===== config.mk =====
export PLATFORM = sky130hd
export DESIGN_NAME = mm_result_unpack
export DESIGN_NICKNAME = d
export VERILOG_FILES = /design/src/rtl/mm_result_unpack.sv
export SDC_FILE = /design/constraint.sdc
export NUM_CORES = 1
export LEC_CHECK = 0
export BUFFER_PORTS_ARGS = -buffer_cell sky130_fd_sc_hd__buf_2
export CAP_MARGIN = 10
export CELL_PAD_IN_SITES_DETAIL_PLACEMENT = 0
export CELL_PAD_IN_SITES_GLOBAL_PLACEMENT = 1
export CORE_UTILIZATION = 35
export DETAILED_ROUTE_END_ITERATION = 6
export GPL_TIMING_DRIVEN = 0
export PLACE_DENSITY = 0.77
export RECOVER_POWER = 25
export SETUP_SLACK_MARGIN = 0.4
export SYNTH_ARGS = -nofsm -noshare
export SYNTH_HDL_FRONTEND = slang
export SYNTH_SLANG_ARGS = --single-unit
export TNS_END_PERCENT = 1

===== constraint.sdc =====
create_clock -name clk -period 4.2 [get_ports clk]
set_clock_uncertainty 0.05 [all_clocks]
set_input_delay 0.63 -clock clk [delete_from_list [all_inputs] [get_ports clk]]
set_output_delay 0.63 -clock clk [all_outputs]
set_load 0.1 [all_outputs]

===== src/rtl/mm_result_unpack.sv =====
// mm_result_unpack
// Unpacks the matrix-multiply result stream. Each input word carries LANES
// accumulator results; they are emitted one per beat, sign-extended to OUT_W
// and tagged with their row/column position in the M x N2 result frame.
// Frame length is checked against s_tlast and any mismatch raises a sticky
// framing error.
//
// Ports
//   clk, rst      clock and asynchronous active-high reset
//   s_tdata/s_tvalid/s_tready/s_tlast   packed result stream in
//   m_tdata/m_tvalid/m_tready/m_tlast   one sign-extended result per beat out
//   m_row, m_col  row/column index of the result on m_tdata
//   frame_done    one-cycle pulse after the final result of a frame is taken
//   frame_err     sticky framing error (cleared only by rst)
module mm_result_unpack #(
   parameter int M       = 8,
   parameter int N2      = 4,
   parameter int D_W_ACC = 16,
   parameter int IN_W    = 32,
   parameter int OUT_W   = 32
) (
   input  logic                  clk,
   input  logic                  rst,
   input  logic [IN_W-1:0]       s_tdata,
   input  logic                  s_tvalid,
   output logic                  s_tready,
   input  logic                  s_tlast,
   output logic [OUT_W-1:0]      m_tdata,
   output logic                  m_tvalid,
   input  logic                  m_tready,
   output logic                  m_tlast,
   output logic [$clog2(M)-1:0]  m_row,
   output logic [$clog2(N2)-1:0] m_col,
   output logic                  frame_done,
   output logic                  frame_err
);

   localparam int LANES   = IN_W / D_W_ACC;
   localparam int RESULTS = M * N2;
   localparam int WORDS   = RESULTS / LANES;
   localparam int LANE_W  = (LANES > 1) ? $clog2(LANES) : 1;
   localparam int WCNT_W  = (WORDS > 1) ? $clog2(WORDS) : 1;
   localparam int ROW_W   = $clog2(M);
   localparam int COL_W   = $clog2(N2);

   typedef enum logic {EMPTY, HOLD} state_t;

   state_t             state_q, state_d;
   logic [IN_W-1:0]    hold_q, hold_d;
   logic               holdLast_q, holdLast_d;
   logic [LANE_W-1:0]  lane_q, lane_d;
   logic [WCNT_W-1:0]  wcnt_q, wcnt_d;
   logic [ROW_W-1:0]   row_q, row_d;
   logic [COL_W-1:0]   col_q, col_d;
   logic               frameDone_q, frameDone_d;
   logic               frameErr_q, frameErr_d;

   logic               lastLane;
   logic               inHs;
   logic               outHs;
   logic [D_W_ACC-1:0] laneData;

   // Output view of the held word. The final lane is the one whose handshake
   // frees the holding register, which is why s_tready can open in the same
   // cycle and keep the stream running without a bubble between words.
   assign lastLane   = (lane_q == LANE_W'(LANES - 1));
   assign laneData   = hold_q[int'(lane_q) * D_W_ACC +: D_W_ACC];
   assign m_tvalid   = (state_q == HOLD);
   assign m_tdata    = (state_q == HOLD) ? OUT_W'($signed(laneData)) : '0;
   assign m_tlast    = (state_q == HOLD) & holdLast_q & lastLane;
   assign m_row      = row_q;
   assign m_col      = col_q;
   assign frame_done = frameDone_q;
   assign frame_err  = frameErr_q;
   assign s_tready   = (state_q == EMPTY) | ((state_q == HOLD) & lastLane & m_tready);
   assign inHs       = s_tvalid & s_tready;
   assign outHs      = m_tvalid & m_tready;

   // Next-state logic: word holding / lane stepping, word counter with
   // length checking, and the row/column index counters.
   always_comb begin
      state_d     = state_q;
      hold_d      = hold_q;
      holdLast_d  = holdLast_q;
      lane_d      = lane_q;
      wcnt_d      = wcnt_q;
      row_d       = row_q;
      col_d       = col_q;
      frameDone_d = 1'b0;
      frameErr_d  = frameErr_q;

      case (state_q)
         EMPTY: begin
            if (s_tvalid) begin
               hold_d     = s_tdata;
               holdLast_d = s_tlast;
               lane_d     = '0;
               state_d    = HOLD;
            end
         end
         HOLD: begin
            if (m_tready) begin
               if (!lastLane) begin
                  lane_d = lane_q + 1'b1;
               end else if (s_tvalid) begin
                  hold_d     = s_tdata;
                  holdLast_d = s_tlast;
                  lane_d     = '0;
               end else begin
                  state_d = EMPTY;
               end
            end
         end
         default: state_d = EMPTY;
      endcase

      // An early tlast and a missing tlast are both framing errors; either
      // way the word counter restarts so the next frame is counted afresh.
      if (inHs) begin
         if (s_tlast) begin
            if (wcnt_q != WCNT_W'(WORDS - 1)) begin
               frameErr_d = 1'b1;
            end
            wcnt_d = '0;
         end else if (wcnt_q == WCNT_W'(WORDS - 1)) begin
            frameErr_d = 1'b1;
            wcnt_d     = '0;
         end else begin
            wcnt_d = wcnt_q + 1'b1;
         end
      end

      // m_tlast always resynchronises the indices; running off the end of
      // the frame without it wraps the indices and flags an error.
      if (outHs) begin
         if (m_tlast) begin
            row_d       = '0;
            col_d       = '0;
            frameDone_d = 1'b1;
         end else if (col_q == COL_W'(N2 - 1)) begin
            col_d = '0;
            if (row_q == ROW_W'(M - 1)) begin
               row_d      = '0;
               frameErr_d = 1'b1;
            end else begin
               row_d = row_q + 1'b1;
            end
         end else begin
            col_d = col_q + 1'b1;
         end
      end
   end

   // State register; reset discards any held word and all counters.
   always_ff @(posedge clk or posedge rst) begin
      if (rst) begin
         state_q     <= EMPTY;
         hold_q      <= '0;
         holdLast_q  <= 1'b0;
         lane_q      <= '0;
         wcnt_q      <= '0;
         row_q       <= '0;
         col_q       <= '0;
         frameDone_q <= 1'b0;
         frameErr_q  <= 1'b0;
      end else begin
         state_q     <= state_d;
         hold_q      <= hold_d;
         holdLast_q  <= holdLast_d;
         lane_q      <= lane_d;
         wcnt_q      <= wcnt_d;
         row_q       <= row_d;
         col_q       <= col_d;
         frameDone_q <= frameDone_d;
         frameErr_q  <= frameErr_d;
      end
   end

endmodule


==> results of run 1 <==
==> cells in the final DEF (no fill, tap or decap), types with 3 or more instances in the layout <==
cell type  instances
mux2_4            28
clkbuf_8           6
buf_4             16
inv_1              5
mux2i_1           16
nor2b_1           17
nand2_1            4
o21ai_0            4
ha_1               4
clkbuf_1           3
mux2_2             7
buf_2             79
dfrtp_1           46
==> cells by family after synthesis <==
| family | count (synthesis) | synth area share, % |
|---|---|---|
| compound gates | 15 | 4.71 |
| xor+xnor | 1 | 0.358 |
| fa+ha+maj | 4 | 2.05 |
| buf+inv | 29 | 9.37 |
| flops | 46 | 47.1 |
| mux | 51 | 27.0 |
| simple gates | 38 | 9.42 |
==> per-stage QoR <==
stage,hold slack [ns],util (%),cells,setup WS (ns),cell area (um^2)
CTS,0.302,45.9,351,1.21,3100
detailed placement,0.441,43.8,343,1.56,2960
global placement,0.431,43.5,342,1.60,2940
floorplan,0.430,-,184,0.683,2450
global route,0.477,45.6,351,1.08,3080
finish,0.420,45.6,351,1.30,3080
==> Yosys cell counts <==
library cell  number  area, um^2
o221ai_1           1        8.76
a32o_1             1        10.0
ha_1               4        50.1
mux2_2             7        78.8
o21ai_0            4        20.0
buf_2              1        5.00
buf_8              1        15.0
mux2_4            28         420
mux2i_1           16         160
nor3b_1            2        15.0
nand3b_1           1        7.51
a22o_1             2        17.5
and2_1             2        12.5
and2_4             1        8.76
a21oi_1            1        5.00
nor2_1             2        7.51
nand3_1            2        10.0
nor2b_1           18         113
o22ai_1            1        6.26
nand4_1            2        12.5
clkbuf_1           2        7.51
nand2_1            4        15.0
o211ai_1           1        7.51
xor2_1             1        8.76
a41oi_1            1        8.76
a21o_1             1        7.51
nor4bb_1           1        10.0
buf_12             2        40.0
nor4_1             1        6.26
buf_4             16         120
nand2b_1           2        12.5
a21bo_4            1        16.3
o21a_1             1        7.51
dfrtp_1           46        1150
buf_6              2        22.5
inv_1              5        18.8
==> cell type report <==
class,instances,area (um^2)
clock buffer,6,82.6
sequential,46,1150
multi-input combinational,109,1070
timing repair buffer,79,394
buffer,24,210
fill,638,3670
clock inverter,2,60.1
tap,80,100
inverter,5,18.8
==> worst paths after layout <==
path,from,end,slack [ns],depth (start not counted)
worst min register to register,frame_err$_DFF_PP0_,frame_err$_DFF_PP0_,0.46,2
worst max-delay path,m_tvalid$_DFF_PP0_,m_tdata[19],1.30,4
worst min-delay path,rst,hold_q[27]$_DFFE_PP0P_,0.42,2
min in group clk,frame_err$_DFF_PP0_,frame_err$_DFF_PP0_,0.46,2
max in group asynchronous,rst,hold_q[15]$_DFFE_PP0P_,1.91,3
worst max register to register,lane_q$_DFFE_PP0P_,hold_q[17]$_DFFE_PP0P_,2.49,6
==> sequential cells by signal, summed over array words and instances, names as in the netlist <==
register / count
m_col: 2
wcnt_q: 4
holdLast_q: 1
frame_err: 1
lane_q: 1
m_tvalid: 1
m_row: 3
hold_q: 32
frame_done: 1
==> per-layer routing <==
metal  track usage (%)  wire length (um)  vias to the layer above
met3              3.56               277                        5
li1                  -                 -                      796
met5                 0                 0                        -
met4              5.00                77                        0
met2              22.5              2310                       55
met1              18.9              2260                      788
==> critical path, stage by stage (launching register included) <==
cell and delay, ns:
dfrtp_1 0.39, clkbuf_1 0.36, nor2b_2 0.56, buf_4 0.19, buf_2 0.41
==> results.yml, run 1 <==
synthesis:
  synth-seq-area-share_pct: 47.1
  syn-num-nets: 225
  yosysWarningCount: 0
  yosysUniqueCellTypes: 36
  ys_seq_elements: 46
  syn_inst: 184
  avgSynthCellArea_um2: 13.3
  syn_area_mm2: 0.00244
floorplan:
  core_mm2: 0.00676
  start_util_pct: 36.2
  dieHeight_um: 85.6
  io_pins: 79
  die_width_um: 85.6
  die-area_mm2: 0.00732
  rows: 30
clocking:
  cts.sinks: 46
  cts_root_buffer: "clkbuf_8"
  ctsHoldBuffers: 0
  tritoncts: "yes"
  clk_latency_ns: 0.30
  cts-buffers-inserted: 5
  post_cts_resized: 0
  cts_setup_buffers: 0
  h-tree-depth: 2
  clockBufferDepth: 2
  clk_pin_slew_ns: 0.09
global_route:
  grt_max_degree: 27
  grt_pass1_wl_um: 7940
  overflow: 0
  antenna_found_initial: 0
  grt_pass1_vias: 1550
  grt_util_all_layers_pct: 14.2
sta:
  fmax_mhz: 345
  fin_crit_ns: 2.90
  tightest_slew_ns: 1.42
  rsz0062_at_grt: "no"
  maxSlewHeadroom_pct: 5.44
  setup_viol: 0
  slew_violations: 0
  tns_ns: 0
  final-hold-violation-count: 0
  finalCritPeriodShare_pct: 69.0
critical_path:
  critPathMaxFanout: 17
  end_kind: "output pin"
  cp.arrival_ns: 2.22
  start_kind: "flip-flop"
  critPathRequiredTime_ns: 3.52
  critPathKind: "reg2out"
detailed_routing:
  detail_route.wirelength_um: 4920
  vias: 1644
  wl_per_cell_um: 14.0
  drt-initial-drc-count: 50
  drc: 0
  ant_nets: 0
  via_per_inst: 4.68
  dr.pass1.iters: 4
layout:
  syn_to_final_growth_pct: 26.2
  final_nets: 311
  drive_above_1_share_pct: 53.9
  antenna_cells: 0
place:
  dp_hpwl_um: 3550
  gp_congestion: 0.738
  portBuffers: 78
run:
  drv_cap: 0
hold_path:
  min_path_type: "in2async"
run_status:
  outcome: "finished clean"
Power of run 1 is left out: the tool's default activity adds up to more than one toggle a clock period on the data nets, which glitch-free logic cannot reach.
==> inputs of run 2 (changes only) <==
clock period = 2.8 ns   (was 4.2 ns; I/O delays follow)
==> results.yml, run 2 (synthesis gave the netlist of run 1 again) <==
global_route:
  grt_pass1_vias: 1625
  antenna_found_initial: 0
  grt_pass1_wl_um: 7730
  grt_util_all_layers_pct: 13.6
  grt_max_degree: 41
  overflow: 0
critical_path:
  critPathRequiredTime_ns: 2.33
  r2r_end: "hold_q[19]$_DFFE_PP0P_"
  r2r_slack_ns: 1.10
  reg2regPathDepth: 6
  crit_path_end: "m_tdata[21]"
  crit_start: "m_tvalid$_DFF_PP0_"
  critPathMaxFanout: 17
  start_kind: "flip-flop"
  critPathKind: "reg2out"
  end_kind: "output pin"
  timing.rr.start: "lane_q$_DFFE_PP0P_"
  cp.arrival_ns: 1.80
sta:
  fmax_mhz: 441
  fin_crit_ns: 2.27
  tightest_slew_ns: 0.997
  slew_violations: 0
  rsz0062_at_grt: "no"
  setup_viol: 0
  tns_ns: 0
  finalCritPeriodShare_pct: 80.9
  maxSlewHeadroom_pct: 33.5
  final-hold-violation-count: 0
detailed_routing:
  wirelength_met1_um: 2220
  wl_met3_um: 253
  detail_route.wirelength_um: 4660
  route.met2.wl_um: 2110
  vias: 1615
  wl_per_cell_um: 13.2
  drc: 0
  top_layer: "met4"
  via_per_inst: 4.58
  dr.pass1.iters: 4
  drt-initial-drc-count: 12
  ant_nets: 0
layout:
  drive_above_1_share_pct: 60.4
  final_common_cell: "buf_2"
  regMostFlops: "hold_q"
  syn_to_final_growth_pct: 28.4
  stdcell_count: 353
  largest_register_ffs: 32
  final_cell_mix: "buf_2 (69), dfrtp_1 (45), mux2_4 (28), buf_4 (26), mux2i_1 (16)"
  final_nets: 313
  antenna_cells: 0
place:
  dp.cells: 343
  dp_hpwl_um: 3310
  portBuffers: 78
  gp_congestion: 0.723
hold_path:
  min_path_type: "in2reg"
clocking:
  cts.sinks: 46
  clk_latency_ns: 0.29
  tritoncts: "yes"
  cts_root_buffer: "clkbuf_8"
  h-tree-depth: 2
  cts-buffers-inserted: 5
  clk_pin_slew_ns: 0.08
  clockBufferDepth: 2
floorplan:
  die-area_mm2: 0.00732
  io_pins: 79
  core_mm2: 0.00676
  dieHeight_um: 85.6
  start_util_pct: 36.2
  rows: 30
  die_width_um: 85.6
run:
  drv_cap: 0
run_status:
  outcome: "finished clean"
-- run 2: cell types whose count changed in the layout (fill, tap and decap cells not counted) --
cell | previous run | this run
clkinv_2 | 0 | 1
buf_2 | 79 | 69
clkbuf_2 | 0 | 3
buf_12 | 2 | 3
dlygate4sd3_1 | 0 | 1
nor2b_2 | 1 | 15
clkbuf_1 | 3 | 1
nor2b_4 | 0 | 1
buf_4 | 16 | 26
dfrtp_1 | 46 | 45
nor2b_1 | 17 | 2
dfrtp_4 | 0 | 1
bufinv_16 | 2 | 0
-- run 2: through the flow --
step | cell area, um^2 | util (%) | setup WS [ns] | hold WS (ns)
2_1_floorplan | 2490 | - | 0.312 | 0.430
5_1_grt | 3140 | 46.4 | 0.437 | 0.285
3_3_place_gp | 2980 | 44.1 | 0.315 | 0.431
6_report | 3140 | 46.4 | 0.534 | 0.303
4_1_cts | 3150 | 46.6 | 0.468 | 0.288
3_5_place_dp | 3000 | 44.4 | 0.521 | 0.284
-- run 2: what timing repair did --
action                                  in CTS  in global routing
setup buffers                                1                  0
endpoints found under the setup margin      28                 10
hold buffers                                 1                  0
gates resized for setup                     11                  2
endpoints found under the hold margin        6                  0
-- run 2: worst min path at each step --
| stage | start | endpoint | cells after the start |
|---|---|---|---|
| floorplan | hold_q[10]$_DFFE_PP0P_ | hold_q[10]$_DFFE_PP0P_ | 1 |
| global placement | frame_err$_DFF_PP0_ | frame_err$_DFF_PP0_ | 2 |
| detailed placement | rst | m_tvalid$_DFF_PP0_ | 2 |
| CTS | s_tdata[22] | hold_q[22]$_DFFE_PP0P_ | 2 |
| global route | s_tdata[22] | hold_q[22]$_DFFE_PP0P_ | 2 |
| finish | s_tdata[12] | hold_q[12]$_DFFE_PP0P_ | 2 |
-- run 2: final cells by class --
class / count / area, um^2
plain buffers: 24 / 213
clock buffers: 7 / 86.3
clock inverters: 1 / 5.00
fillers: 632 / 3620
inverters: 5 / 18.8
multi-input cells: 109 / 1110
flip-flops and latches: 46 / 1150
well taps: 80 / 100
repair buffers: 81 / 450
-- run 2: critical path, cell delays in order (launching register included) --
cell and delay [ns]:
dfrtp_4 0.42, clkbuf_2 0.23, nor2b_4 0.20, buf_12 0.14, buf_4 0.10, buf_2 0.41
-- run 2: routing by layer --
layer,up-vias,GRT usage [%]
met5,-,0
met4,0,5.00
met1,751,17.6
met3,5,3.27
met2,58,22.5
li1,801,-
Power of run 2 is left out for the same reason.
